[src/rtl/pwm_pkg.sv]
// Shared definitions for the PWM period / duty-cycle decoder.
package pwm_pkg;

  typedef enum logic [1:0] {
    ST_ARM   = 2'd0,
    ST_MEAS  = 2'd1,
    ST_STUCK = 2'd2
  } pwm_state_t;

  localparam int unsigned DUTY_W  = 7;
  localparam int unsigned DIV_LAT = 8;

endpackage

[src/rtl/pwm_div.sv]
// Restoring divider producing a DUTY_W-bit quotient, one bit per cycle.
module pwm_div
  import pwm_pkg::*;
#(
  parameter int unsigned CNT_W = 24
) (
  input  logic                      clk_pwm,
  input  logic                      clr_pwm,
  input  logic                      start,
  input  logic [CNT_W+DUTY_W-1:0]   dividend,
  input  logic [CNT_W-1:0]          divisor,
  output logic                      done,
  output logic [DUTY_W-1:0]         quotient
);

  localparam int unsigned NUM_W  = CNT_W + DUTY_W;
  localparam int unsigned STEP_W = $clog2(DUTY_W);

  logic [NUM_W-1:0]  rem, dsh;
  logic [NUM_W-1:0]  rem_in_c, dsh_in_c, rem_nxt_c;
  logic              bit_c;
  logic [DUTY_W-1:0] q;
  logic [STEP_W-1:0] steps;
  logic              busy;

  // The start cycle works on the fresh operands so the MSB is resolved on the load edge.
  always_comb begin
    rem_in_c  = start ? dividend : rem;
    dsh_in_c  = start ? (NUM_W'(divisor) << (DUTY_W - 1)) : dsh;
    bit_c     = (rem_in_c >= dsh_in_c);
    rem_nxt_c = bit_c ? (rem_in_c - dsh_in_c) : rem_in_c;
  end

  always_ff @(posedge clk_pwm) begin
    if (clr_pwm) begin
      rem      <= '0;
      dsh      <= '0;
      q        <= '0;
      steps    <= '0;
      busy     <= 1'b0;
      done     <= 1'b0;
      quotient <= '0;
    end else begin
      done <= 1'b0;
      if (start) begin
        rem   <= rem_nxt_c;
        dsh   <= dsh_in_c >> 1;
        q     <= DUTY_W'(bit_c);
        steps <= STEP_W'(DUTY_W - 1);
        busy  <= 1'b1;
      end else if (busy) begin
        rem   <= rem_nxt_c;
        dsh   <= dsh >> 1;
        q     <= {q[DUTY_W-2:0], bit_c};
        steps <= steps - STEP_W'(1);
        if (steps == STEP_W'(1)) begin
          busy     <= 1'b0;
          done     <= 1'b1;
          quotient <= {q[DUTY_W-2:0], bit_c};
        end
      end
    end
  end

endmodule

[src/rtl/pwm_decode.sv]
// Measures period, high time and duty cycle of an asynchronous PWM input,
// and flags a stuck input or a capture lost to a busy divider.
module pwm_decode
  import pwm_pkg::*;
#(
  parameter int unsigned CNT_W   = 24,
  parameter int unsigned TIMEOUT = 2**24 - 1
) (
  input  logic                clk_pwm,
  input  logic                clr_pwm,
  input  logic                pwm_in,
  output logic [CNT_W-1:0]    period,
  output logic [CNT_W-1:0]    high_time,
  output logic [DUTY_W-1:0]   duty,
  output logic                valid,
  output logic                stuck,
  output logic                ovr
);

  localparam int unsigned NUM_W = CNT_W + DUTY_W;
  localparam int unsigned LAT_W = $clog2(DIV_LAT);
  localparam logic [CNT_W-1:0] CNT_MAX = '1;
  localparam logic [CNT_W-1:0] TMO     = CNT_W'(TIMEOUT);
  localparam logic [CNT_W-1:0] TMO_M1  = CNT_W'(TIMEOUT - 1);

  pwm_state_t        state, state_nxt;
  logic              sync1, s, s_d, rise_c;
  logic [CNT_W-1:0]  per_cnt, hi_cnt, per_smp, hi_smp;
  logic [LAT_W-1:0]  busy_cnt;
  logic              capture_c, drop_c, timeout_c, leave_stuck_c;
  logic              stuck_pend, pend_hi;
  logic              div_done;
  logic [DUTY_W-1:0] div_q;

  assign rise_c = s & ~s_d;

  always_ff @(posedge clk_pwm) begin
    if (clr_pwm) state <= ST_ARM;
    else         state <= state_nxt;
  end

  // Only a rise seen while measuring closes a period; other rises just arm.
  always_comb begin
    state_nxt     = state;
    capture_c     = 1'b0;
    drop_c        = 1'b0;
    timeout_c     = 1'b0;
    leave_stuck_c = 1'b0;
    case (state)
      ST_ARM: begin
        if (rise_c) state_nxt = ST_MEAS;
      end
      ST_MEAS: begin
        if (rise_c) begin
          if (busy_cnt != '0) drop_c    = 1'b1;
          else                capture_c = 1'b1;
        end else if (per_cnt == TMO_M1) begin
          timeout_c = 1'b1;
          state_nxt = ST_STUCK;
        end
      end
      ST_STUCK: begin
        if (rise_c) begin
          leave_stuck_c = 1'b1;
          state_nxt     = ST_MEAS;
        end
      end
      default: state_nxt = ST_ARM;
    endcase
  end

  pwm_div #(.CNT_W(CNT_W)) u_div (
    .clk_pwm  (clk_pwm),
    .clr_pwm  (clr_pwm),
    .start    (capture_c),
    .dividend (NUM_W'(hi_cnt) * NUM_W'(100)),
    .divisor  (per_cnt),
    .done     (div_done),
    .quotient (div_q)
  );

  always_ff @(posedge clk_pwm) begin
    if (clr_pwm) begin
      sync1      <= 1'b0;
      s          <= 1'b0;
      s_d        <= 1'b0;
      per_cnt    <= '0;
      hi_cnt     <= '0;
      per_smp    <= '0;
      hi_smp     <= '0;
      busy_cnt   <= '0;
      stuck_pend <= 1'b0;
      pend_hi    <= 1'b0;
      period     <= '0;
      high_time  <= '0;
      duty       <= '0;
      valid      <= 1'b0;
      stuck      <= 1'b0;
      ovr        <= 1'b0;
    end else begin
      sync1 <= pwm_in;
      s     <= sync1;
      s_d   <= s;

      if (rise_c) begin
        per_cnt <= CNT_W'(1);
        hi_cnt  <= CNT_W'(1);
      end else begin
        if (per_cnt != TMO)          per_cnt <= per_cnt + CNT_W'(1);
        if (s && hi_cnt != CNT_MAX)  hi_cnt  <= hi_cnt + CNT_W'(1);
      end

      // busy_cnt spans the cycles between a capture and its result.
      if (capture_c) begin
        per_smp  <= per_cnt;
        hi_smp   <= hi_cnt;
        busy_cnt <= LAT_W'(DIV_LAT - 1);
      end else if (busy_cnt != '0) begin
        busy_cnt <= busy_cnt - LAT_W'(1);
      end

      if (drop_c) ovr <= 1'b1;

      // A divider result wins a tie with the timeout; the stuck report follows a cycle later.
      valid <= 1'b0;
      if (div_done) begin
        period    <= per_smp;
        high_time <= hi_smp;
        duty      <= div_q;
        valid     <= 1'b1;
        if (timeout_c) begin
          stuck_pend <= 1'b1;
          pend_hi    <= s;
        end
      end else if (timeout_c || stuck_pend) begin
        period     <= '0;
        high_time  <= '0;
        duty       <= (timeout_c ? s : pend_hi) ? DUTY_W'(100) : '0;
        valid      <= 1'b1;
        stuck      <= 1'b1;
        stuck_pend <= 1'b0;
      end

      if (leave_stuck_c) begin
        stuck      <= 1'b0;
        stuck_pend <= 1'b0;
      end
    end
  end

endmodule

[config.mk]
export PLATFORM = sky130hd
export DESIGN_NAME = pwm_decode
export DESIGN_NICKNAME = d
export VERILOG_FILES = /design/src/rtl/pwm_pkg.sv /design/src/rtl/pwm_div.sv /design/src/rtl/pwm_decode.sv
export SDC_FILE = /design/constraint.sdc
export NUM_CORES = 1
export LEC_CHECK = 0
export CAP_MARGIN = 25
export CORE_ASPECT_RATIO = 0.6
export CORE_MARGIN = 2
export CORE_UTILIZATION = 60
export CTS_BUF_LIST = sky130_fd_sc_hd__clkbuf_4
export DETAILED_ROUTE_END_ITERATION = 10
export GPL_ROUTABILITY_DRIVEN = 0
export HOLD_SLACK_MARGIN = 0.08
export PLACE_DENSITY = 0.83
export SLEW_MARGIN = 20
export SYNTH_ARGS = -nofsm -noshare
export SYNTH_HDL_FRONTEND = slang
export SYNTH_SLANG_ARGS = --single-unit
[constraint.sdc]
create_clock -name clk_pwm -period 6.4 [get_ports clk_pwm]
set_input_delay 1.28 -clock clk_pwm [delete_from_list [all_inputs] [get_ports clk_pwm]]
set_output_delay 1.28 -clock clk_pwm [all_outputs]
set_load 0.05 [all_outputs]
======== Word-level counts from Yosys, hierarchy flattened ========
Index checks and enable logic that the tools add are counted.
word-level totals
  register bits after elaboration ......... 243
  bits of input ports ..................... 3
  output and inout port bits .............. 58
  logic and storage cells ................. 116
cells by class
  add/sub/neg operators ................... 5
  multipliers ............................. 1
  $lt $le $gt $ge ......................... 1
  equality and inequality tests ........... 10
  multiplexer cells ....................... 48
  bitwise gates (word level) .............. 5
  reductions and logical operators ........ 18
operators with widths
  cell                                                                    count
  31-bit 2-to-1 mux                                                       4
  30-bit 2-to-1 mux                                                       3
  24-bit 2-to-1 mux                                                       3
  24-bit by 1-bit adder with 24-bit output (second input constant)        2
  24-bit != test (second input constant)                                  2
  31-bit >= comparator                                                    1
  31-bit subtractor                                                       1
  24-bit by 5-bit multiplier with 29-bit output (second input constant)   1
  1-bit 2-to-1 mux                                                        27
  24-bit equality test (second input constant)                            1
  7-bit 2-to-1 mux                                                        3
  3-bit 2-to-1 mux                                                        4
  2-bit nonzero test                                                      5
  2-bit OR reduction                                                      4
  2-bit 2-to-1 mux                                                        3
  2-bit != test (second input constant)                                   3
  3-bit AND reduction                                                     2
  3-bit by 1-bit subtractor with 3-bit output (second input constant)     2
  1-bit NOT                                                               4
  2-bit one-hot mux with 2 select lines                                   1
  2-bit AND reduction                                                     2
  3-bit by 1-bit equality test with 1-bit output (second input constant)  1
  3-bit nonzero test                                                      1
  3-bit OR reduction                                                      1
  other kinds (7)                                                         7

======== Logic depth before layout (Yosys ltp) ========
  depth in word-level cells ............... 9
  mapped depth ............................ 26
  mapped depth without buffers ............ 24

======== By module ========
Synthesis repeated with hierarchy kept, for this count alone.
unflattened totals
  cell total of the unflattened synthesis .. 1585
  area, all modules ....................... 13822.0 um^2
by module, submodules not included
  module      times used  cells each  area each (um^2)  seq. area each (um^2)
  pwm_decode  1           939         8468.1            3283.1
  pwm_div     1           646         5353.9            1561.5

======== Worst setup path after synthesis ========
OpenSTA, ideal clock, no wires.
  path kind ............................... flip-flop to flip-flop
  start ................................... register hi_cnt[3]
  end ..................................... register u_div.rem[15]
  setup time .............................. 0.156 ns
  arrival time ............................ 5.248 ns
  required time ........................... 6.244 ns
  path slack .............................. 0.996 ns
  stages on the path, launching flop included .. 24
  path buffers ............................ 2
  period minus slack after synthesis ...... 5.404 ns
  cells stage by stage .................... dfxtp_1 > ha_1 > ha_1 > fa_1 > ha_1 > o21ai_0 > o21ai_0 > a21oi_1 > o21ai_0 > a21o_1 > a2111oi_0 > o41ai_1 > ha_1 > nand2_1 > o21ai_0 > a31oi_1 > o21bai_1 > a221o_1 > a221o_1 > or2_1 > buf_6 > buf_6 > nand2_2 > a311oi_2
between the ends
  longest elaborated chain between the ends .. 6
  elaborated cells between the ends (all ways) .. 7
  those cells by class .................... add/sub (1); mul (1); order compare (1); mux (4)
RTL lines
  what                                                       line                          text
  start, declared                                            pwm_decode.sv:28              logic [CNT_W-1:0] per_cnt, hi_cnt, per_smp, hi_smp;
  start signal, assigned                                     pwm_decode.sv:110             if (s && hi_cnt != CNT_MAX) hi_cnt <= hi_cnt + CNT_W'(1);
  24-bit by 5-bit multiplier with 29-bit output (*)          pwm_decode.sv:76              .dividend (NUM_W'(hi_cnt) * NUM_W'(100)),
  31-bit 2-to-1 mux (*)                                      pwm_div.sv:28                 rem_in_c = start ? dividend : rem;
  31-bit subtractor or 31-bit >= comparator (tied branches)  pwm_div.sv:31, pwm_div.sv:30
  31-bit 2-to-1 mux (*)                                      pwm_div.sv:31                 rem_nxt_c = bit_c ? (rem_in_c - dsh_in_c) : rem_in_c;
  31-bit 2-to-1 mux                                          pwm_div.sv:51                 end else if (busy) begin
  31-bit 2-to-1 mux (*)                                      pwm_div.sv:45                 if (start) begin
  end signal, assigned                                       pwm_div.sv:46                 rem <= rem_nxt_c;
  end signal, assigned                                       pwm_div.sv:52                 rem <= rem_nxt_c;
  end, declared                                              pwm_div.sv:19                 logic [NUM_W-1:0] rem, dsh;
Mark *: on every way between the ends. The rest lies on a longest branch, timed or not. The select of a mux whose other input is x is not followed.
A chain may end at the register's enable or synchronous reset.

======== Worst setup path after layout ========
  start ................................... register hi_cnt[5]
  end ..................................... register u_div.rem[0]
between the ends
  longest elaborated chain between the ends .. 6
RTL lines
  what                                               line              text
  24-bit by 5-bit multiplier with 29-bit output (*)  pwm_decode.sv:76
  31-bit 2-to-1 mux (*)                              pwm_div.sv:28
  31-bit >= comparator (*)                           pwm_div.sv:30     bit_c = (rem_in_c >= dsh_in_c);
  31-bit 2-to-1 mux (*)                              pwm_div.sv:31
  31-bit 2-to-1 mux                                  pwm_div.sv:51
  31-bit 2-to-1 mux (*)                              pwm_div.sv:45
Marked as above.

==> results.sh <==
export IMPL_final_setup_skew_ps=55.1
export IMPL_ys_top_cells_by_area="sky130_fd_sc_hd__dfxtp_1 36%, sky130_fd_sc_hd__ha_1 11%, sky130_fd_sc_hd__nor2_1 6.0%, sky130_fd_sc_hd__nand2_1 6.0%, sky130_fd_sc_hd__a21oi_1 4.6%"
export IMPL_routed_via_density=5.97
export IMPL_final_net_count=1811
export IMPL_cts_tree="done"
export IMPL_critPathSlowestCell="sky130_fd_sc_hd__fa_1"
export IMPL_path_cells="ha_1 > ha_1 > fa_1 > ha_1 > o211ai_1 > a21o_1 > a211o_1 > and2_1 > o31ai_2 > xnor2_1 > o21ai_0 > ha_1 > nand3_1 > nor3_2 > a41o_1 > nor3_1 > and4_4 > a211oi_4 > buf_4 > nor2_4 > buf_4 > or3_1 > a21oi_1"
export IMPL_critical_path_arrival_ps=6770
export IMPL_power_switching_share_pct=31.3
export IMPL_syn_inst=1621
export IMPL_ant_nets=0
export IMPL_io_pins=61
export IMPL_grt_pass1_wl_mm=54.9
export IMPL_period_needed_ps=6120
export IMPL_fillCellCount=1761
export IMPL_wl_mm=33.2
export IMPL_placeable_core_area_mm2=0.0220
export IMPL_power_share_clock_pct=34.9
export IMPL_timing_reg2reg_setup_slack_ps=280
export IMPL_mappedNetlistArea_mm2=0.0134
export IMPL_synthesis_yosys_warnings=0
export IMPL_final_hold_violation_count=0
export IMPL_postSynthAreaPerCell_um2=8.30
export IMPL_synth_top_area_cell="sky130_fd_sc_hd__dfxtp_1"
export IMPL_hold_start="sync1"
export IMPL_holdCritPathClass="flip-flop to flip-flop"
export IMPL_cts_path_max_buffers=3
export IMPL_critical_path_top_cell_by_count="sky130_fd_sc_hd__ha_1"
export IMPL_drv_cap=0
export IMPL_synth_flop_cell="sky130_fd_sc_hd__dfxtp_1"
export IMPL_register_area_share_after_synthesis_pct=36.0
export IMPL_worstReg2RegEnd="u_div.rem[0]"
export IMPL_slew_limit_headroom_pct=34.6
export IMPL_horizontal_die_dimension_um=197
export IMPL_p_total_mw=3.52
export IMPL_postSynth_asyncResetShare_pct=0
export IMPL_critPathLaunch="hi_cnt[5]"
export IMPL_p_seq_share_pct=43.8
export IMPL_min_to="s"
export IMPL_reg2reg_from="hi_cnt[5]"
export IMPL_worst_setup_path_end_kind="flip-flop"
export IMPL_number_of_global_route_vias_before_repair=11000
export IMPL_synth_enable_flop_cells=0
export IMPL_total_negative_setup_slack_ps=0
export IMPL_post_drt_wl_per_cell_um=16.6
export IMPL_detail_route_first_pass_iterations=5
export IMPL_syn_num_nets=1757
export IMPL_grt_ovfl_total=0
export IMPL_clkSlewWorstSetupHoldPaths_ps=70
export IMPL_switchingPower_mw=1.10
export IMPL_dpl_hpwl_mm=23.6
export IMPL_cts_buffers_inserted=55
export IMPL_place_port_buffers=60
export IMPL_utilization_pct=68.2
export IMPL_worst_r2r_path_cells=23
export IMPL_die_height_um=120
export IMPL_worst_setup_path_type="flip-flop to flip-flop"
export IMPL_holdPathStages=1
export IMPL_row_count=42
export IMPL_ys_seq_elements=242
export IMPL_numClockSinks=242
export IMPL_drive_above_1_share_pct=9.12
export IMPL_clock_tree_htree_level_count=2
export IMPL_ir_worst_vdd_mv=0.137
export IMPL_area_growth_synth_to_final_pct=11.7
export IMPL_grtUsageTotal_pct=28.4
export IMPL_share_comb_of_total_power_pct=21.2
export IMPL_timing_worst_slew_pin_value_ps=981
export IMPL_timing_final_setup_violations=0
export IMPL_clk_latency_ps=740
export IMPL_total_power_density_per_cell_area_mw_per_mm2=234
export IMPL_maximum_number_of_pins_on_one_net_before_global_route_repair=125
export IMPL_detail_route_iter0_violations=1188
export IMPL_design_die_area_mm2=0.0237
export IMPL_max_clock_freq_mhz=163
export IMPL_initial_utilization_pct=61.1
export IMPL_static_leakage_power_nw=6.03
export IMPL_cell_at_the_root_of_the_clock_tree="sky130_fd_sc_hd__clkbuf_4"
export IMPL_synth_lib_cells_used_distinct=66
export IMPL_crit_path_start_kind="flip-flop"
export IMPL_drc=0
export IMPL_vias=11900
export IMPL_outcome="finished clean"
export IMPL_p_int_mw=2.42
export IMPL_grt_antenna_before_repair=1
export IMPL_slew_viol_final=0
export IMPL_share_of_the_synthesized_area_in_the_top_cell_type_pct=36.0
export IMPL_critical_path_max_stage_delay_ps=480
export IMPL_worst_ep_required_time_ps=7050
export IMPL_path_max_fanout=26
export IMPL_final_min_period_over_clock_period_pct=95.6
## through the flow
| stage | setup slack (ps) | instance area (um2) | hold slack [ps] | instances |
|---|---|---|---|---|
| detailed placement | 293 | 14200 | 443 | 1900 |
| floorplan | 996 | 13400 | 414 | 1621 |
| global route | -75.0 | 15000 | 467 | 1998 |
| finish | 280 | 15000 | 454 | 1998 |
| CTS | 189 | 14900 | 458 | 1993 |
| global placement | 470 | 14200 | 426 | 1899 |
## logic make-up after synthesis
family                     after synthesis  synth area share (%)
adders and majority gates              133                  13.5
xor gates and xnor gates                90                  5.86
muxes                                   15                  1.13
and+or+nand+nor                        578                  18.6
AOI/OAI and AO/OA                      408                  20.3
buffers and inverters                  155                  4.51
DFF                                    242                  36.0
## worst max path at each step
stage	to	cells past startpoint
finish	u_div.rem[0]	23
CTS	u_div.rem[22]	22
detailed placement	u_div.rem[22]	22
global placement	u_div.rem[22]	24
floorplan	u_div.rem[15]	23
global route	u_div.rem[0]	23
## sequential cells by signal, indices dropped and copies added, names as in the netlist, 2 cells and up
| register | cells |
|---|---|
| u_div.dsh | 29 |
| hi_cnt | 24 |
| u_div.quotient | 7 |
| per_cnt | 24 |
| hi_smp | 24 |
| duty | 7 |
| u_div.steps | 3 |
| period | 24 |
| busy_cnt | 3 |
| high_time | 24 |
| per_smp | 24 |
| u_div.rem | 31 |
| state | 2 |
| u_div.q | 6 |
## critical path, delay by kind of cell (launching register included)
kind | cells | cell delay, ps
compound gates | 8 | 1760
xor+xnor | 1 | 190
fa+ha+maj | 5 | 1870
buf+inv | 2 | 420
flops | 1 | 460
simple gates | 7 | 1340
## placed cells by master, fill, tap and decap left out, types with 7 or more instances in the layout
cell | synthesis | routed
sky130_fd_sc_hd__a21boi_0 | 24 | 24
sky130_fd_sc_hd__nand3_1 | 29 | 29
sky130_fd_sc_hd__and3_1 | 10 | 10
sky130_fd_sc_hd__clkinv_1 | 0 | 8
sky130_fd_sc_hd__a21o_1 | 17 | 17
sky130_fd_sc_hd__inv_1 | 70 | 70
sky130_fd_sc_hd__fa_1 | 20 | 20
sky130_fd_sc_hd__clkdlybuf4s50_1 | 0 | 59
sky130_fd_sc_hd__nand2_2 | 10 | 10
sky130_fd_sc_hd__a22oi_1 | 54 | 54
sky130_fd_sc_hd__nor3_1 | 25 | 23
sky130_fd_sc_hd__a21oi_1 | 123 | 123
sky130_fd_sc_hd__xnor2_1 | 55 | 55
sky130_fd_sc_hd__a211oi_1 | 46 | 45
sky130_fd_sc_hd__ha_1 | 113 | 113
sky130_fd_sc_hd__o21ai_0 | 57 | 51
sky130_fd_sc_hd__a311oi_2 | 10 | 10
sky130_fd_sc_hd__nand4_1 | 18 | 18
sky130_fd_sc_hd__nor2_1 | 215 | 213
sky130_fd_sc_hd__mux2i_1 | 14 | 14
sky130_fd_sc_hd__dfxtp_1 | 242 | 237
sky130_fd_sc_hd__o21a_1 | 8 | 8
sky130_fd_sc_hd__a31oi_1 | 18 | 18
sky130_fd_sc_hd__clkbuf_4 | 0 | 79
sky130_fd_sc_hd__nor2b_1 | 11 | 11
sky130_fd_sc_hd__and2_1 | 9 | 9
sky130_fd_sc_hd__or3_1 | 7 | 7
sky130_fd_sc_hd__xor2_1 | 35 | 35
sky130_fd_sc_hd__nand2b_1 | 13 | 12
sky130_fd_sc_hd__a311oi_1 | 7 | 7
sky130_fd_sc_hd__buf_4 | 2 | 20
sky130_fd_sc_hd__o21bai_1 | 7 | 7
sky130_fd_sc_hd__nand2_1 | 214 | 213
## Yosys cell counts, types with 3 or more instances
cell / number
sky130_fd_sc_hd__o21a_1: 8
sky130_fd_sc_hd__ha_1: 113
sky130_fd_sc_hd__a221oi_1: 3
sky130_fd_sc_hd__o21ai_0: 57
sky130_fd_sc_hd__nand2b_1: 13
sky130_fd_sc_hd__and4_1: 6
sky130_fd_sc_hd__and3_1: 10
sky130_fd_sc_hd__xor2_1: 35
sky130_fd_sc_hd__nand3_1: 29
sky130_fd_sc_hd__a22oi_1: 54
sky130_fd_sc_hd__nor3_1: 25
sky130_fd_sc_hd__nand2_1: 214
sky130_fd_sc_hd__a211o_1: 5
sky130_fd_sc_hd__a21boi_0: 24
sky130_fd_sc_hd__o21bai_1: 7
sky130_fd_sc_hd__nand4_1: 18
sky130_fd_sc_hd__a211oi_1: 46
sky130_fd_sc_hd__o211ai_1: 4
sky130_fd_sc_hd__xnor2_1: 55
sky130_fd_sc_hd__mux2i_1: 14
sky130_fd_sc_hd__buf_1: 7
sky130_fd_sc_hd__and2_1: 9
sky130_fd_sc_hd__dfxtp_1: 242
sky130_fd_sc_hd__fa_1: 20
sky130_fd_sc_hd__inv_1: 70
sky130_fd_sc_hd__clkbuf_1: 72
sky130_fd_sc_hd__a21oi_1: 123
sky130_fd_sc_hd__a311oi_1: 7
sky130_fd_sc_hd__nor2b_1: 11
sky130_fd_sc_hd__a31oi_1: 18
sky130_fd_sc_hd__nand2_2: 10
sky130_fd_sc_hd__or3_1: 7
sky130_fd_sc_hd__a311oi_2: 10
sky130_fd_sc_hd__a21o_1: 17
sky130_fd_sc_hd__nor2_1: 215
## layout make-up
class	instances	area (um2)	area share, %
clock inverters	14	91.3	0.608
well taps	286	358	2.38
diodes	1	2.50	0.0167
flip-flops and latches	242	4850	32.3
clock buffers	79	593	3.95
inverters	70	263	1.75
repair buffers	82	800	5.32
multi-input cells	1224	8070	53.7
## power by group through the flow
stage / Sequential (mW) / Combinational (mW) / Clock (mW)
finish: 1.54 / 0.747 / 1.23
global route: 1.55 / 0.810 / 1.34
CTS: 1.54 / 0.701 / 1.25
detailed placement: 1.58 / 0.692 / 0
global placement: 1.58 / 0.678 / 0
floorplan: 1.57 / 0.558 / 0
## layer usage
metal / wire length (um) / global-route usage [%] / vias up
li1: - / - / 5808
met1: 16300 / 43.0 / 5630
met2: 13500 / 40.3 / 438
met3: 2770 / 6.60 / 62
met4: 610 / 7.42 / 0
met5: 0 / 0 / -
## repair_timing
item	4_1_cts	5_1_grt
endpoints found under the setup margin	0	30
hold buffers	0	0
buffers inserted	0	3
resized for setup	0	18
Power figures use the tool's default switching activity.
